## src/rtl/cpu_gen2_pkg.sv

```systemverilog
`default_nettype none
// ============================================================================
// Module      : cpu_gen2_pkg
// Description : Shared opcode encodings and FSM state type for cpu_gen2.
//               Instruction word is {opcode[3:0], imm[DW-1:0]}.
// Revision    : 1.0 - initial release
// ============================================================================
package cpu_gen2_pkg;

    localparam logic [3:0] OP_ADD_A  = 4'b0000;  // {cf,a} = a + imm
    localparam logic [3:0] OP_MOV_AB = 4'b0001;  // a = b
    localparam logic [3:0] OP_IN_A   = 4'b0010;  // a = switch (polarity adjusted)
    localparam logic [3:0] OP_MOV_A  = 4'b0011;  // a = imm
    localparam logic [3:0] OP_MOV_BA = 4'b0100;  // b = a
    localparam logic [3:0] OP_ADD_B  = 4'b0101;  // {cf,b} = b + imm
    localparam logic [3:0] OP_IN_B   = 4'b0110;  // b = switch (polarity adjusted)
    localparam logic [3:0] OP_MOV_B  = 4'b0111;  // b = imm
    localparam logic [3:0] OP_ADD_AB = 4'b1000;  // {cf,a} = a + b
    localparam logic [3:0] OP_OUT_B  = 4'b1001;  // led = b
    localparam logic [3:0] OP_JZ     = 4'b1010;  // ip = imm if zf
    localparam logic [3:0] OP_OUT_I  = 4'b1011;  // led = imm
    localparam logic [3:0] OP_CALL   = 4'b1100;  // push ip+1, ip = imm
    localparam logic [3:0] OP_RET    = 4'b1101;  // ip = pop
    localparam logic [3:0] OP_JNC    = 4'b1110;  // ip = imm if !cf
    localparam logic [3:0] OP_JMP    = 4'b1111;  // ip = imm

    typedef enum logic [1:0] {
        IDLE  = 2'd0,
        FETCH = 2'd1,
        EXEC  = 2'd2,
        FAULT = 2'd3
    } state_t;

endpackage
`default_nettype wire

```

## src/rtl/cpu_gen2_if.sv

```systemverilog
`default_nettype none
// ============================================================================
// Module      : cpu_gen2_if
// Description : Program-ROM fetch bus with req/valid handshake.
//   rom_req   : CPU requests an instruction at rom_addr
//   rom_addr  : fetch address (AW bits)
//   rom_data  : instruction word {opcode[3:0], imm[DW-1:0]}
//   rom_valid : rom_data is valid this cycle
//   master modport = CPU side, slave modport = ROM side
// Revision    : 1.0 - initial release
// ============================================================================
interface cpu_gen2_if #(
    parameter int DW = 4,
    parameter int AW = 4
);
    logic          rom_req;
    logic [AW-1:0] rom_addr;
    logic [DW+3:0] rom_data;
    logic          rom_valid;

    modport master (
        output rom_req,
        output rom_addr,
        input  rom_data,
        input  rom_valid
    );

    modport slave (
        input  rom_req,
        input  rom_addr,
        output rom_data,
        output rom_valid
    );
endinterface
`default_nettype wire

```

## src/rtl/cpu_gen2_stack.sv

```systemverilog
`default_nettype none
// ============================================================================
// Module      : cpu_gen2_stack
// Description : Parametrised LIFO used as the hardware return stack.
//   clk, reset : clock, asynchronous active-high reset (clears contents)
//   push, din  : write din on top (ignored when full)
//   pop        : drop the top entry (ignored when empty)
//   top        : current top entry (0 when empty)
//   full/empty : occupancy flags
// Revision    : 1.0 - initial release
// ============================================================================
module cpu_gen2_stack #(
    parameter int DW    = 4,
    parameter int DEPTH = 4
) (
    input  wire logic          clk,
    input  wire logic          reset,
    input  wire logic          push,
    input  wire logic          pop,
    input  wire logic [DW-1:0] din,
    output logic      [DW-1:0] top,
    output logic               full,
    output logic               empty
);
    // Pointer must represent 0..DEPTH inclusive.
    localparam int SPW   = $clog2(DEPTH + 1);
    // Storage is sized to the pointer range so the pointer indexes it directly;
    // slots at or above DEPTH are never written.
    localparam int SLOTS = 1 << SPW;

    logic [DW-1:0]  r_mem [SLOTS];
    logic [SPW-1:0] r_sp;
    logic [SPW-1:0] w_top_idx;

    assign w_top_idx = r_sp - SPW'(1);
    assign full      = (r_sp == SPW'(DEPTH));
    assign empty     = (r_sp == '0);
    assign top       = empty ? '0 : r_mem[w_top_idx];

    always_ff @(posedge clk or posedge reset) begin
        if (reset) begin
            for (int i = 0; i < SLOTS; i++) begin
                r_mem[i] <= '0;
            end
            r_sp <= '0;
        end else if (push && !full) begin
            r_mem[r_sp] <= din;
            r_sp        <= r_sp + SPW'(1);
        end else if (pop && !empty) begin
            r_sp <= r_sp - SPW'(1);
        end
    end

endmodule
`default_nettype wire

```

## src/rtl/cpu_gen2.sv

```systemverilog
`default_nettype none
// ============================================================================
// Module      : cpu_gen2
// Description : Parametrised accumulator CPU with A/B registers, carry and
//               zero flags, JMP/JNC/JZ, CALL/RET on a hardware return stack,
//               and a req/valid instruction fetch that tolerates wait states.
//   clk, reset : clock, asynchronous active-high reset
//   rom        : fetch bus (master side), rom_addr follows ip
//   switch     : board switches, read by IN A / IN B
//   led        : LED register written by OUT B / OUT imm
//   out_strobe : one-cycle pulse in the cycle after led is written
//   fault      : sticky stack over/underflow indication
// Revision    : 1.0 - initial release
// ============================================================================
module cpu_gen2
    import cpu_gen2_pkg::*;
#(
    parameter int DW            = 4,
    parameter int AW            = 4,
    parameter int STACK_DEPTH   = 4,
    parameter bit SW_ACTIVE_LOW = 1'b1
) (
    input  wire logic          clk,
    input  wire logic          reset,
    cpu_gen2_if.master         rom,
    input  wire logic [DW-1:0] switch,
    output logic      [DW-1:0] led,
    output logic               out_strobe,
    output logic               fault
);

    state_t        r_state, w_state_nx;
    logic [DW-1:0] r_a, w_a_nx;
    logic [DW-1:0] r_b, w_b_nx;
    logic [DW-1:0] r_led, w_led_nx;
    logic [AW-1:0] r_ip, w_ip_nx;
    logic [DW+3:0] r_ir, w_ir_nx;
    logic          r_cf, w_cf_nx;
    logic          r_zf, w_zf_nx;
    logic          r_strobe, w_strobe_nx;

    logic [3:0]    w_op;
    logic [DW-1:0] w_imm;
    logic [AW-1:0] w_target;
    logic [AW-1:0] w_ip_inc;
    logic [DW-1:0] w_sw_val;
    logic [DW-1:0] w_add_x, w_add_y;
    logic [DW:0]   w_sum;
    logic          w_push, w_pop;
    logic [AW-1:0] w_top;
    logic          w_full, w_empty;

    assign w_op     = r_ir[DW+3:DW];
    assign w_imm    = r_ir[DW-1:0];
    assign w_target = w_imm[AW-1:0];
    assign w_ip_inc = r_ip + AW'(1);

    generate
        if (SW_ACTIVE_LOW) begin : g_sw_active_low
            assign w_sw_val = ~switch;
        end else begin : g_sw_active_high
            assign w_sw_val = switch;
        end
    endgenerate

    // Single shared adder; operand pair chosen by opcode.
    always_comb begin
        w_add_x = r_a;
        w_add_y = w_imm;
        case (w_op)
            OP_ADD_B:  begin w_add_x = r_b; w_add_y = w_imm; end
            OP_ADD_AB: begin w_add_x = r_a; w_add_y = r_b;   end
            default:   ;
        endcase
    end
    assign w_sum = {1'b0, w_add_x} + {1'b0, w_add_y};

    cpu_gen2_stack #(
        .DW    (AW),
        .DEPTH (STACK_DEPTH)
    ) u_stack (
        .clk   (clk),
        .reset (reset),
        .push  (w_push),
        .pop   (w_pop),
        .din   (w_ip_inc),
        .top   (w_top),
        .full  (w_full),
        .empty (w_empty)
    );

    // Next-state and datapath decode.
    always_comb begin
        w_state_nx  = r_state;
        w_a_nx      = r_a;
        w_b_nx      = r_b;
        w_led_nx    = r_led;
        w_ip_nx     = r_ip;
        w_ir_nx     = r_ir;
        w_cf_nx     = r_cf;
        w_zf_nx     = r_zf;
        w_strobe_nx = 1'b0;
        w_push      = 1'b0;
        w_pop       = 1'b0;

        case (r_state)
            IDLE: w_state_nx = FETCH;

            FETCH: begin
                if (rom.rom_valid) begin
                    w_ir_nx    = rom.rom_data;
                    w_state_nx = EXEC;
                end
            end

            EXEC: begin
                w_state_nx = FETCH;
                w_ip_nx    = w_ip_inc;
                w_cf_nx    = 1'b0;
                w_zf_nx    = 1'b0;
                case (w_op)
                    OP_ADD_A, OP_ADD_AB: begin
                        w_a_nx  = w_sum[DW-1:0];
                        w_cf_nx = w_sum[DW];
                        w_zf_nx = (w_sum[DW-1:0] == '0);
                    end
                    OP_ADD_B: begin
                        w_b_nx  = w_sum[DW-1:0];
                        w_cf_nx = w_sum[DW];
                        w_zf_nx = (w_sum[DW-1:0] == '0);
                    end
                    OP_MOV_A:  w_a_nx = w_imm;
                    OP_MOV_B:  w_b_nx = w_imm;
                    OP_MOV_AB: w_a_nx = r_b;
                    OP_MOV_BA: w_b_nx = r_a;
                    OP_IN_A:   w_a_nx = w_sw_val;
                    OP_IN_B:   w_b_nx = w_sw_val;
                    OP_OUT_B: begin
                        w_led_nx    = r_b;
                        w_strobe_nx = 1'b1;
                    end
                    OP_OUT_I: begin
                        w_led_nx    = w_imm;
                        w_strobe_nx = 1'b1;
                    end
                    OP_JMP: w_ip_nx = w_target;
                    OP_JNC: if (!r_cf) w_ip_nx = w_target;
                    OP_JZ:  if (r_zf)  w_ip_nx = w_target;
                    OP_CALL: begin
                        if (w_full) begin
                            // Faulting instruction leaves all state untouched.
                            w_state_nx = FAULT;
                            w_ip_nx    = r_ip;
                            w_cf_nx    = r_cf;
                            w_zf_nx    = r_zf;
                        end else begin
                            w_push  = 1'b1;
                            w_ip_nx = w_target;
                        end
                    end
                    OP_RET: begin
                        if (w_empty) begin
                            w_state_nx = FAULT;
                            w_ip_nx    = r_ip;
                            w_cf_nx    = r_cf;
                            w_zf_nx    = r_zf;
                        end else begin
                            w_pop   = 1'b1;
                            w_ip_nx = w_top;
                        end
                    end
                    default: ;
                endcase
            end

            FAULT: w_state_nx = FAULT;

            default: w_state_nx = IDLE;
        endcase
    end

    always_ff @(posedge clk or posedge reset) begin
        if (reset) begin
            r_state  <= IDLE;
            r_a      <= '0;
            r_b      <= '0;
            r_led    <= '0;
            r_ip     <= '0;
            r_ir     <= '0;
            r_cf     <= 1'b0;
            r_zf     <= 1'b0;
            r_strobe <= 1'b0;
        end else begin
            r_state  <= w_state_nx;
            r_a      <= w_a_nx;
            r_b      <= w_b_nx;
            r_led    <= w_led_nx;
            r_ip     <= w_ip_nx;
            r_ir     <= w_ir_nx;
            r_cf     <= w_cf_nx;
            r_zf     <= w_zf_nx;
            r_strobe <= w_strobe_nx;
        end
    end

    assign rom.rom_req  = (r_state == FETCH);
    assign rom.rom_addr = r_ip;
    assign fault        = (r_state == FAULT);
    assign led          = r_led;
    assign out_strobe   = r_strobe;

endmodule
`default_nettype wire
```

## src/flat_wrapper.sv

```systemverilog
// flat-port wrapper written by rule: the top's interface ports become plain ports
module cpu_gen2_flat import cpu_gen2_pkg::*;
#(
    parameter int DW            = 4,
    parameter int AW            = 4,
    parameter int STACK_DEPTH   = 4,
    parameter bit SW_ACTIVE_LOW = 1'b1
)
  (clk, reset, switch, led, out_strobe, fault, rom_rom_req, rom_rom_addr, rom_rom_data, rom_rom_valid);
  cpu_gen2_if #(.DW(DW), .AW(AW)) rom_i ();
  input  wire logic clk;
  input  wire logic reset;
  input  wire logic [DW-1:0] switch;
  output logic      [DW-1:0] led;
  output logic out_strobe;
  output logic fault;
  output wire logic [$bits(rom_i.rom_req)-1:0] rom_rom_req;
  output wire logic [$bits(rom_i.rom_addr)-1:0] rom_rom_addr;
  input wire logic [$bits(rom_i.rom_data)-1:0] rom_rom_data;
  input wire logic [$bits(rom_i.rom_valid)-1:0] rom_rom_valid;
  assign rom_rom_req = rom_i.rom_req;
  assign rom_rom_addr = rom_i.rom_addr;
  assign rom_i.rom_data = rom_rom_data;
  assign rom_i.rom_valid = rom_rom_valid;
  cpu_gen2 #(.DW(DW), .AW(AW), .STACK_DEPTH(STACK_DEPTH), .SW_ACTIVE_LOW(SW_ACTIVE_LOW)) u_core (.clk(clk), .reset(reset), .rom(rom_i), .switch(switch), .led(led), .out_strobe(out_strobe), .fault(fault));
endmodule
```

## config.mk

```make
export PLATFORM = sky130hd
export DESIGN_NAME = cpu_gen2_flat
export DESIGN_NICKNAME = d
export VERILOG_FILES = /design/src/rtl/cpu_gen2_pkg.sv /design/src/rtl/cpu_gen2_if.sv /design/src/rtl/cpu_gen2_stack.sv /design/src/rtl/cpu_gen2.sv /design/src/flat_wrapper.sv
export SDC_FILE = /design/constraint.sdc
export NUM_CORES = 1
export LEC_CHECK = 0
export ABC_CLOCK_PERIOD_IN_PS = 4700
export BUFFER_PORTS_ARGS = -buffer_cell sky130_fd_sc_hd__buf_2
export CORE_MARGIN = 3
export CORE_UTILIZATION = 49
export CTS_CLUSTER_DIAMETER = 60
export DETAILED_ROUTE_END_ITERATION = 10
export PLACE_DENSITY_LB_ADDON = 0.08
export SLEW_MARGIN = 20
export SYNTH_ARGS = -nofsm -noshare
export SYNTH_HDL_FRONTEND = slang
export SYNTH_SLANG_ARGS = --single-unit
```

## constraint.sdc

```tcl
create_clock -name clk -period 4.7 [get_ports clk]
set_input_delay 0.94 -clock clk [delete_from_list [all_inputs] [get_ports clk]]
set_output_delay 0.94 -clock clk [all_outputs]
set_load 0.01 [all_outputs]
```

==> results of run 1 <==
worst max path at each step:
stage                         startpoint       endpoint  slack (ns)  cells after the start
after global routing      u_core.r_ir[4]    u_core.r_zf        1.29                      9
after floorplan           u_core.r_ir[5]    u_core.r_zf        2.13                      9
final                     u_core.r_ir[4]  u_core.r_b[1]        1.46                      9
after detailed placement  u_core.r_ir[4]    u_core.r_zf        1.52                      9
after global placement    u_core.r_ir[4]    u_core.r_zf        1.67                      9
after CTS                 u_core.r_ir[4]  u_core.r_b[1]        1.47                      9
worst max-delay path: stages (launching register included):
cell	delay [ns]
dfrtp_1	0.87
nand2_1	0.15
nor3_1	0.46
mux2_2	0.40
ha_1	0.19
inv_1	0.07
fa_1	0.44
mux2i_1	0.21
a21oi_1	0.12
a21oi_1	0.23
metrics by stage:
stage	power [mW]	cell area [sq um]
final	1.06	3940
after global routing	1.10	3940
after CTS	1.07	3940
after detailed placement	0.579	3730
after global placement	0.579	3730
after floorplan	0.569	3570
metal layers:
layer	vias to the layer above	GRT usage	wire, um
met5	-	0	0
met2	67	0.338	4030
li1	1365	-	-
met3	16	0.0530	395
met1	1319	0.257	3490
met4	0	0.103	191
cell families after synthesis:
family,Yosys count,synth area share
xor gates and xnor gates,8,0.0196
AOI/OAI and AO/OA,96,0.158
adders and majority gates,9,0.0336
buffers and inverters,33,0.0392
DFF,64,0.448
muxes,47,0.145
and+or+nand+nor,115,0.157
state kept, by name (all words and copies together), names as in the netlist:
signal	cells
u_core.led	4
u_core.out_strobe	1
u_core.r_a	4
u_core.r_b	4
u_core.r_cf	1
u_core.r_ir	8
u_core.r_state	2
u_core.r_zf	1
u_core.rom.rom_addr	4
u_core.u_stack.r_mem	32
u_core.u_stack.r_sp	3
power by group:
part | internal (mW) | switching [mW]
clock network | 0.284 | 0.210
registers | 0.551 | 0
logic | 0.00469 | 0.0123
cells in the mapped netlist, drive strengths merged (2+ instances only):
library cell / number
a211oi: 3
a21o: 4
a21oi: 20
a221oi: 2
a22oi: 5
a31oi: 5
a32oi: 2
and2: 2
and3: 4
and3b: 2
buf: 14
clkbuf: 9
dfrtp: 64
ha: 8
inv: 10
mux2: 25
mux2i: 22
nand2: 45
nand2b: 6
nand3: 9
nand3b: 3
nand4: 8
nor2: 21
nor2b: 3
nor3: 5
o211ai: 4
o21a: 3
o21ai: 44
or4: 4
xnor2: 5
xor2: 3
cell type report:
cell class,instances,share of cell area
clock inverter,3,0.0102
multi-input combinational,275,0.465
timing repair buffer,27,0.0356
clock buffer,12,0.0420
sequential,64,0.407
inverter,10,0.00954
tap,96,0.0305
==> metrics.yaml, run 1 <==
hold_viol: 0
die_w_um: 91.4
vdd_drop_max_uv: 141
fillers: 655
criticalPathCategory: "reg2reg"
hold_depth: 2
multi_input_area_sq_um: 1830
grt_overflow: 0
final_cell_mix: "dfrtp_1, nand2_1, o21ai_1"
clk_latency_ns: 0.34
synth_cell_types: 45
reg2reg_setup_slack_ns: 1.46
drtAntennaViolNets: 0
syn_inst: 372
whs_ns: 0.487
ys_ff_latch: 64
startpoint_type: "flip-flop"
fp.dieArea_sq_um: 8350
synth_nets: 396
io_buffers: 25
end_kind: "flip-flop"
gp_congestion: 0.888
outcome: "finished, final reports clean"
initial_core_util: 0.514
netlist.area_leader.share: 0.448
cts_sinks: 64
final_core_utilization: 0.567
fin_crit_sh: 0.690
synth_top_cell_by_area: "dfrtp_1"
worstPathArrival_ns: 3.50
post_cts_buffers: 0
antenna-diode-count: 0
htree_num_levels: 3
drv_cap: 0
core_area_sq_um: 6940
first_iter_violations: 155
path_max_fanout: 29
drc: 0
wire_per_inst_um: 16.6
fin_ws_ns: 1.46
drtPass1Iterations: 4
fin_cells: 487
grt_pass1_wl_mm: 13.5
r2r_cells: 9
final_nets: 411
rsz0062_at_grt: "no"
die_y_um: 91.4
leakage_nw: 1.77
synth_warnings: 0
cts_buffer_depth: 2
relSlewSlack: 0.357
io-pin-count: 26
synthTopCellsByArea: "dfrtp_1, mux2i_1, nand2_1"
yosysSeqAreaShare: 0.448
antenna_found_initial: 0
dp.cells: 472
cts_made_buffers: 9
r2r-end: "u_core.r_b[1]"
ys.flop_type: "dfrtp_1"
final_common_cell: "dfrtp_1"
grt_max_degree: 41
path_clk_slew_ns: 0.07
fin_skew_ns: 0.00828
cts_tree: "built"
synth_area_per_cell_sq_um: 9.60
min_to: "u_core.u_stack.r_mem[6]"
min-delay-start: "u_core.u_stack.r_mem[6]"
crit-reg2reg-launch: "u_core.r_ir[4]"
hold_path_class: "reg2reg"
cp.required_ns: 4.96
grt_pass1_vias: 2708
viasPerCell: 5.68
totalWireLength_mm: 8.11
pre_cts_ws_ns: 1.52
worstMarginPinSlew_ns: 0.964
async_flop_share: 1.00
vias: 2767
synth_edf_count: 0
cts-root-buf: "clkbuf_8"
dp_hpwl_mm: 5.81
row_count: 30
setup_viol: 0
drive_above_1_share: 0.164
hold_buffers: 0
ctsResizeCount: 0
timing.fmax_ghz: 0.308
grt_use_total: 0.209
ff_latch_area_sq_um: 1600
areaGrowthSynthToFinish_pct: 10.2
fin_crit_ns: 3.24
finalSetupTns_ns: 0
drv_slew: 0
synth_area_sq_um: 3570
p_per_area_nw_per_um2: 270
(Power assumes the default switching activity.)
==> inputs of run 2 (changes only) <==
ABC_CLOCK_PERIOD_IN_PS = 3300   (was 4700)
clock period = 3.3 ns   (was 4.7 ns; I/O delays follow)
==> run 2 against run 1 <==
  * Routed wire length grew 2.7%
  * Sequential cell count stayed put
  * Critical path type unchanged
  * Critical path depth stayed put
  * Clock power increased by 24%
  * First-iteration DRC count down 17%
  * Count of clock-buffer cells in the layout unchanged
  * Non-clock buffer count up 6
  * Highest routed layer unchanged
  * Combinational power increased by 47%
  * Sequential power increased by 42%
  * Cell count increased by 1.2%
==> metrics.yaml, run 2 (synthesis results as in run 1) <==
outcome: "finished, final reports clean"
totalWireLength_mm: 8.32  # +2.7%
timing.fmax_ghz: 0.339  # +10%
pre_cts_ws_ns: 0.408  # -1.11 ns
final_nets: 417  # +1.5%
fin_crit_ns: 2.95  # -0.296 ns
initial_core_util: 0.514  # unchanged
end_kind: "flip-flop"
io-pin-count: 26  # unchanged
use_met1: 0.258  # about the same
grt_max_degree: 40  # -2.4%
wire_per_inst_um: 16.9  # +1.5%
path_clk_slew_ns: 0.07  # about the same
cts-root-buf: "clkbuf_8"
largest_reg_flops: 32  # unchanged
met2_usage: 0.377  # +0.0390
ctsResizeCount: 0  # unchanged
die_w_um: 91.4  # unchanged
antenna_found_initial: 0  # unchanged
criticalPathCategory: "reg2reg"
fin_ws_ns: 0.352  # -1.10 ns
busiest_layer: "met2"
gp_congestion: 0.888  # about the same
fin_area_sq_um: 3950  # +0.32%
worst-path-buf-inv: 0  # -1
fin_cells: 493  # +1.2%
sequentialPowerShare: 0.551  # +0.032
hold_path_class: "in2async"
path_max_fanout: 16  # -45%
detailed_place.area_sq_um: 3770  # +1.2%
final_core_utilization: 0.568  # +0.00180
areaGrowthSynthToFinish_pct: 10.5
cp.required_ns: 3.53  # -1.43 ns
p_int_mw: 1.10  # +31%
drc: 0  # unchanged
drive_above_1_share: 0.174  # +0.0101
leakage_nw: 1.78  # +0.61%
row_count: 30  # unchanged
rsz0062_at_grt: "no"
drtPass1Iterations: 4  # unchanged
io_buffers: 25  # unchanged
vias: 2835  # +2.5%
clk_latency_ns: 0.34  # about the same
htree_num_levels: 3  # unchanged
max_stage_delay_ns: 0.60  # -0.27 ns
regMostFlops: "u_core.u_stack.r_mem"
viasPerCell: 5.75  # +1.2%
grt_use_total: 0.222  # +0.0129
whs_ns: 0.468  # -0.0194 ns
cts_made_buffers: 9  # unchanged
grt_pass1_vias: 2847  # +5.1%
grt_pass1_wl_mm: 14.2  # +5.4%
cts_buffer_depth: 2  # unchanged
path_delay_family: "simple AND/OR/NAND/NOR gates"
drv_cap: 0  # unchanged
grt_overflow: 0  # unchanged
cts_tree: "built"
drtAntennaViolNets: 0  # unchanged
core_area_sq_um: 6940  # unchanged
dp_hpwl_mm: 6.13  # +5.5%
startpoint_type: "flip-flop"
finalSetupTns_ns: 0  # unchanged
hold_viol: 0  # unchanged
fp.dieArea_sq_um: 8350  # unchanged
fin_skew_ns: 0.00457  # -0.00371 ns
first_iter_violations: 128  # -17%
drv_slew: 0  # unchanged
p_sw_mw: 0.324  # +46%
hold_buffers: 0  # unchanged
vdd_drop_max_uv: 237  # +68%
fin_crit_sh: 0.893  # +0.203
crit_chain: "nand2_1 -> nor3_1 -> mux2_1 -> ha_1 -> a21o_1 -> a21oi_1 -> xnor2_1 -> nor3_1 -> mux2_1"
relSlewSlack: 0.402  # +0.0451
clkPwrFrac: 0.432  # -0.033
power.total_mw: 1.42  # +34%
cts_sinks: 64  # unchanged
combPwrFrac: 0.018  # +0.002
switching_share: 0.228  # +0.0183
antenna-diode-count: 0  # unchanged
slowest_stage: "dfrtp_1"
fillers: 657  # +0.31%
setup_viol: 0  # unchanged
worstPathArrival_ns: 3.18  # -0.32 ns
die_y_um: 91.4  # unchanged
post_cts_buffers: 0  # unchanged
grtUsageMet3: 0.0613  # +0.00829
p_per_area_nw_per_um2: 361  # +34%
final_cell_mix: "dfrtp_1, nand2_1, o21ai_1"
final_common_cell: "dfrtp_1"
worstMarginPinSlew_ns: 0.892  # -0.0718 ns
dp.cells: 478  # +1.3%
top_regs: "u_core.u_stack.r_mem (32), u_core.r_ir (8)"
[run 2: path summary, 6_finish.rpt]
| check | startpoint | to | slack (ns) | cells after the start |
|---|---|---|---|---|
| min in group clk | u_core.u_stack.r_mem[6] | u_core.u_stack.r_mem[6] | 0.48 | 2 |
| max in group asynchronous | reset | u_core.u_stack.r_sp[1] | 2.12 | 3 |
| setup reg to reg | u_core.r_ir[6] | u_core.r_zf | 0.35 | 9 |
| hold reg to reg | u_core.u_stack.r_mem[6] | u_core.u_stack.r_mem[6] | 0.48 | 2 |
| setup / recovery | u_core.r_ir[6] | u_core.r_zf | 0.35 | 9 |
| hold / removal | reset | u_core.led[2] | 0.47 | 2 |
[run 2: cell type report]
cell class	instances	area (sq um)	area share
clock inverters	3	17.5	0.00444
well taps	96	120	0.0304
flip-flops and latches	64	1600	0.406
repair buffers	33	185	0.0469
inverters	10	37.5	0.00951
clock buffers	12	155	0.0393
multi-input cells	275	1830	0.464
[run 2: worst register-to-register path: cells and delay by family (launching register included)]
kind	cells	cell delay, ns
fa+ha+maj	1	0.28
xor+xnor	1	0.21
simple gates	3	0.72
compound gates	2	0.32
mux	2	0.71
flops	1	0.60
[run 2: power by group through the flow]
stage / Sequential, mW / Combinational (mW) / Clock, mW
6_report: 0.784 / 0.0250 / 0.614
5_1_grt: 0.783 / 0.0301 / 0.678
4_1_cts: 0.784 / 0.0266 / 0.636
3_5_place_dp: 0.799 / 0.0268 / 0
3_3_place_gp: 0.799 / 0.0266 / 0
2_1_floorplan: 0.799 / 0.0116 / 0
[run 2: layer usage]
metal,share of wire,vias up
met5,0,-
met4,0.027,0
met3,0.041,17
met1,0.43,1359
li1,-,1386
met2,0.50,73
==> inputs of run 3 (changes only) <==
CORE_UTILIZATION = 45   (was 49)
==> run 3 against run 2 <==
  * Clock power is 23% higher
  * Largest cell class unchanged
  * Global-route usage is 1.4 points lower
  * Die area is 8.3% higher
  * Utilization is 3.2 points lower
  * Design area is 1.7% higher
  * Highest routed layer unchanged
==> metrics.yaml, run 3 (synthesis results as in run 1) <==
outcome: "finished, final reports clean"
met2_usage: 0.369  # -0.00765
hold_viol: 0  # unchanged
slowest_stage: "dfrtp_1"
grt_pass1_wl_mm: 14.2  # about the same
busiest_layer: "met2"
vias: 2802  # -1.2%
leakage_nw: 1.81  # +1.6%
path_delay_family: "simple AND/OR/NAND/NOR gates"
drv_slew: 0  # unchanged
cts_made_buffers: 9  # unchanged
largest_reg_flops: 32  # unchanged
die_y_um: 95.1  # +4.1%
worst-path-buf-inv: 0  # unchanged
crit_chain: "nand2_1 -> nor3_1 -> mux2_1 -> ha_1 -> a21o_1 -> a21oi_1 -> xnor2_1 -> nor3_1 -> mux2_1"
sequentialPowerShare: 0.501  # -0.050
regMostFlops: "u_core.u_stack.r_mem"
initial_core_util: 0.477  # -0.0372
use_met1: 0.245  # -0.0128
end_kind: "flip-flop"
setup_viol: 0  # unchanged
multi_input_area_sq_um: 1830  # unchanged
fin_skew_ns: 0.0101  # +0.00558 ns
path_clk_slew_ns: 0.07  # about the same
fillers: 690  # +5.0%
cts_tree: "built"
hold_path_class: "in2async"
antenna-diode-count: 0  # unchanged
post_cts_buffers: 0  # unchanged
row_count: 31  # +3.3%
timing.fmax_ghz: 0.351  # +3.5%
drtAntennaViolNets: 0  # unchanged
cp.required_ns: 3.51  # -0.02 ns
switching_share: 0.207  # -0.0206
combPwrFrac: 0.016  # -0.002
final_common_cell: "dfrtp_1"
core_area_sq_um: 7490  # +7.8%
top_regs: "u_core.u_stack.r_mem (32), u_core.r_ir (8)"
grt_pass1_vias: 2808  # -1.4%
startpoint_type: "flip-flop"
io-pin-count: 26  # unchanged
clk_latency_ns: 0.34  # about the same
worstPathArrival_ns: 3.06  # -0.12 ns
p_int_mw: 1.24  # +13%
path_max_fanout: 10  # -6
cts_sinks: 64  # unchanged
cts-root-buf: "clkbuf_8"
grt_max_degree: 43  # +7.5%
power.total_mw: 1.57  # +10%
gp_congestion: 0.823  # -7.3%
areaGrowthSynthToFinish_pct: 12.4
viasPerCell: 5.62  # -2.4%
drv_cap: 0  # unchanged
reg2reg_setup_slack_ns: 0.45  # +0.10 ns
ff_latch_area_sq_um: 1600  # unchanged
fin_crit_sh: 0.863  # -0.0305
criticalPathCategory: "reg2reg"
drc: 0  # unchanged
relSlewSlack: 0.595  # +0.193
final_cell_mix: "dfrtp_1, nand2_1, o21ai_1"
dp_hpwl_mm: 6.08  # -0.85%
grtUsageMet3: 0.0497  # -0.0116
antenna_found_initial: 0  # unchanged
htree_num_levels: 3  # unchanged
grt_overflow: 0  # unchanged
totalWireLength_mm: 8.36  # +0.47%
clkPwrFrac: 0.483  # +0.051
rsz0062_at_grt: "no"
io_buffers: 25  # unchanged
final_nets: 419  # +0.48%
worstMarginPinSlew_ns: 0.603  # -0.290 ns
die_w_um: 95.1  # +4.1%
drive_above_1_share: 0.178  # +0.00370
fin_crit_ns: 2.85  # -0.101 ns
p_per_area_nw_per_um2: 390  # +8.2%
fp.dieArea_sq_um: 9040  # +8.3%
cts_buffer_depth: 2  # unchanged
hold_buffers: 0  # unchanged
drtPass1Iterations: 4  # unchanged
grt_use_total: 0.208  # -0.0137
wire_per_inst_um: 16.8  # -0.74%
first_iter_violations: 119  # -7.0%
max_stage_delay_ns: 0.49  # -0.11 ns
ctsResizeCount: 0  # unchanged
finalSetupTns_ns: 0  # unchanged
vdd_drop_max_uv: 211  # -11%
p_sw_mw: 0.325  # about the same
==> run 3: changes by cell type in the layout (fill, tap and decap cells not counted), sizes merged <==
| cell | delta |
|---|---|
| clkinv | -2 |
| inv | +1 |
| bufinv | +2 |
| buf | +2 |
==> run 3: area by class of cell <==
| class | count | share of cell area |
|---|---|---|
| Sequential cell | 64 | 0.399 |
| Clock buffer | 12 | 0.0361 |
| Inverter | 10 | 0.00935 |
| Tap cell | 99 | 0.0309 |
| Timing Repair Buffer | 35 | 0.0499 |
| Multi-Input combinational cell | 275 | 0.456 |
| Clock inverter | 4 | 0.0190 |
==> run 3: through the flow <==
stage / hold WS [ns] / setup slack [ns] / std cells / cell area, sq um / util
floorplan: 0.455 / 0.735 / 372 / 3570 / -
global placement: 0.466 / 0.676 / 483 / 3790 / 0.507
detailed placement: 0.475 / 0.487 / 483 / 3790 / 0.507
CTS: 0.342 / 0.460 / 499 / 4020 / 0.536
global route: 0.347 / 0.273 / 499 / 4020 / 0.536
finish: 0.346 / 0.453 / 499 / 4020 / 0.536
==> run 3: path summary, 6_finish.rpt <==
| check | from | end | depth (start not counted) |
|---|---|---|---|
| setup / recovery | u_core.r_ir[6] | u_core.r_zf | 9 |
| hold / removal | reset | u_core.u_stack.r_mem[22] | 3 |
| setup reg to reg | u_core.r_ir[6] | u_core.r_zf | 9 |
| hold reg to reg | u_core.u_stack.r_mem[4] | u_core.u_stack.r_mem[4] | 2 |
| max in group asynchronous | reset | u_core.r_zf | 3 |
| min in group clk | u_core.u_stack.r_mem[4] | u_core.u_stack.r_mem[4] | 2 |
==> run 3: worst reg2reg max path: stages (launching register included) <==
cell     delay (ns)
dfrtp_1        0.49
nand2_1        0.11
nor3_1         0.48
mux2_1         0.40
ha_1           0.29
a21o_1         0.17
a21oi_1        0.17
xnor2_1        0.20
nor3_1         0.11
mux2_1         0.30
==> run 3: per-layer routing <==
metal	up-vias	routed length, um
met5	-	0
met4	0	139
met3	12	226
met2	45	4320
met1	1354	3680
li1	1391	-
==> run 3: power groups by stage <==
| stage | clock [mW] | combinational [mW] | sequential, mW |
|---|---|---|---|
| after global routing | 0.811 | 0.0297 | 0.784 |
| after floorplan | 0 | 0.0116 | 0.799 |
| after CTS | 0.779 | 0.0269 | 0.784 |
| after detailed placement | 0 | 0.0268 | 0.799 |
| after global placement | 0 | 0.0267 | 0.799 |
| final | 0.756 | 0.0253 | 0.784 |
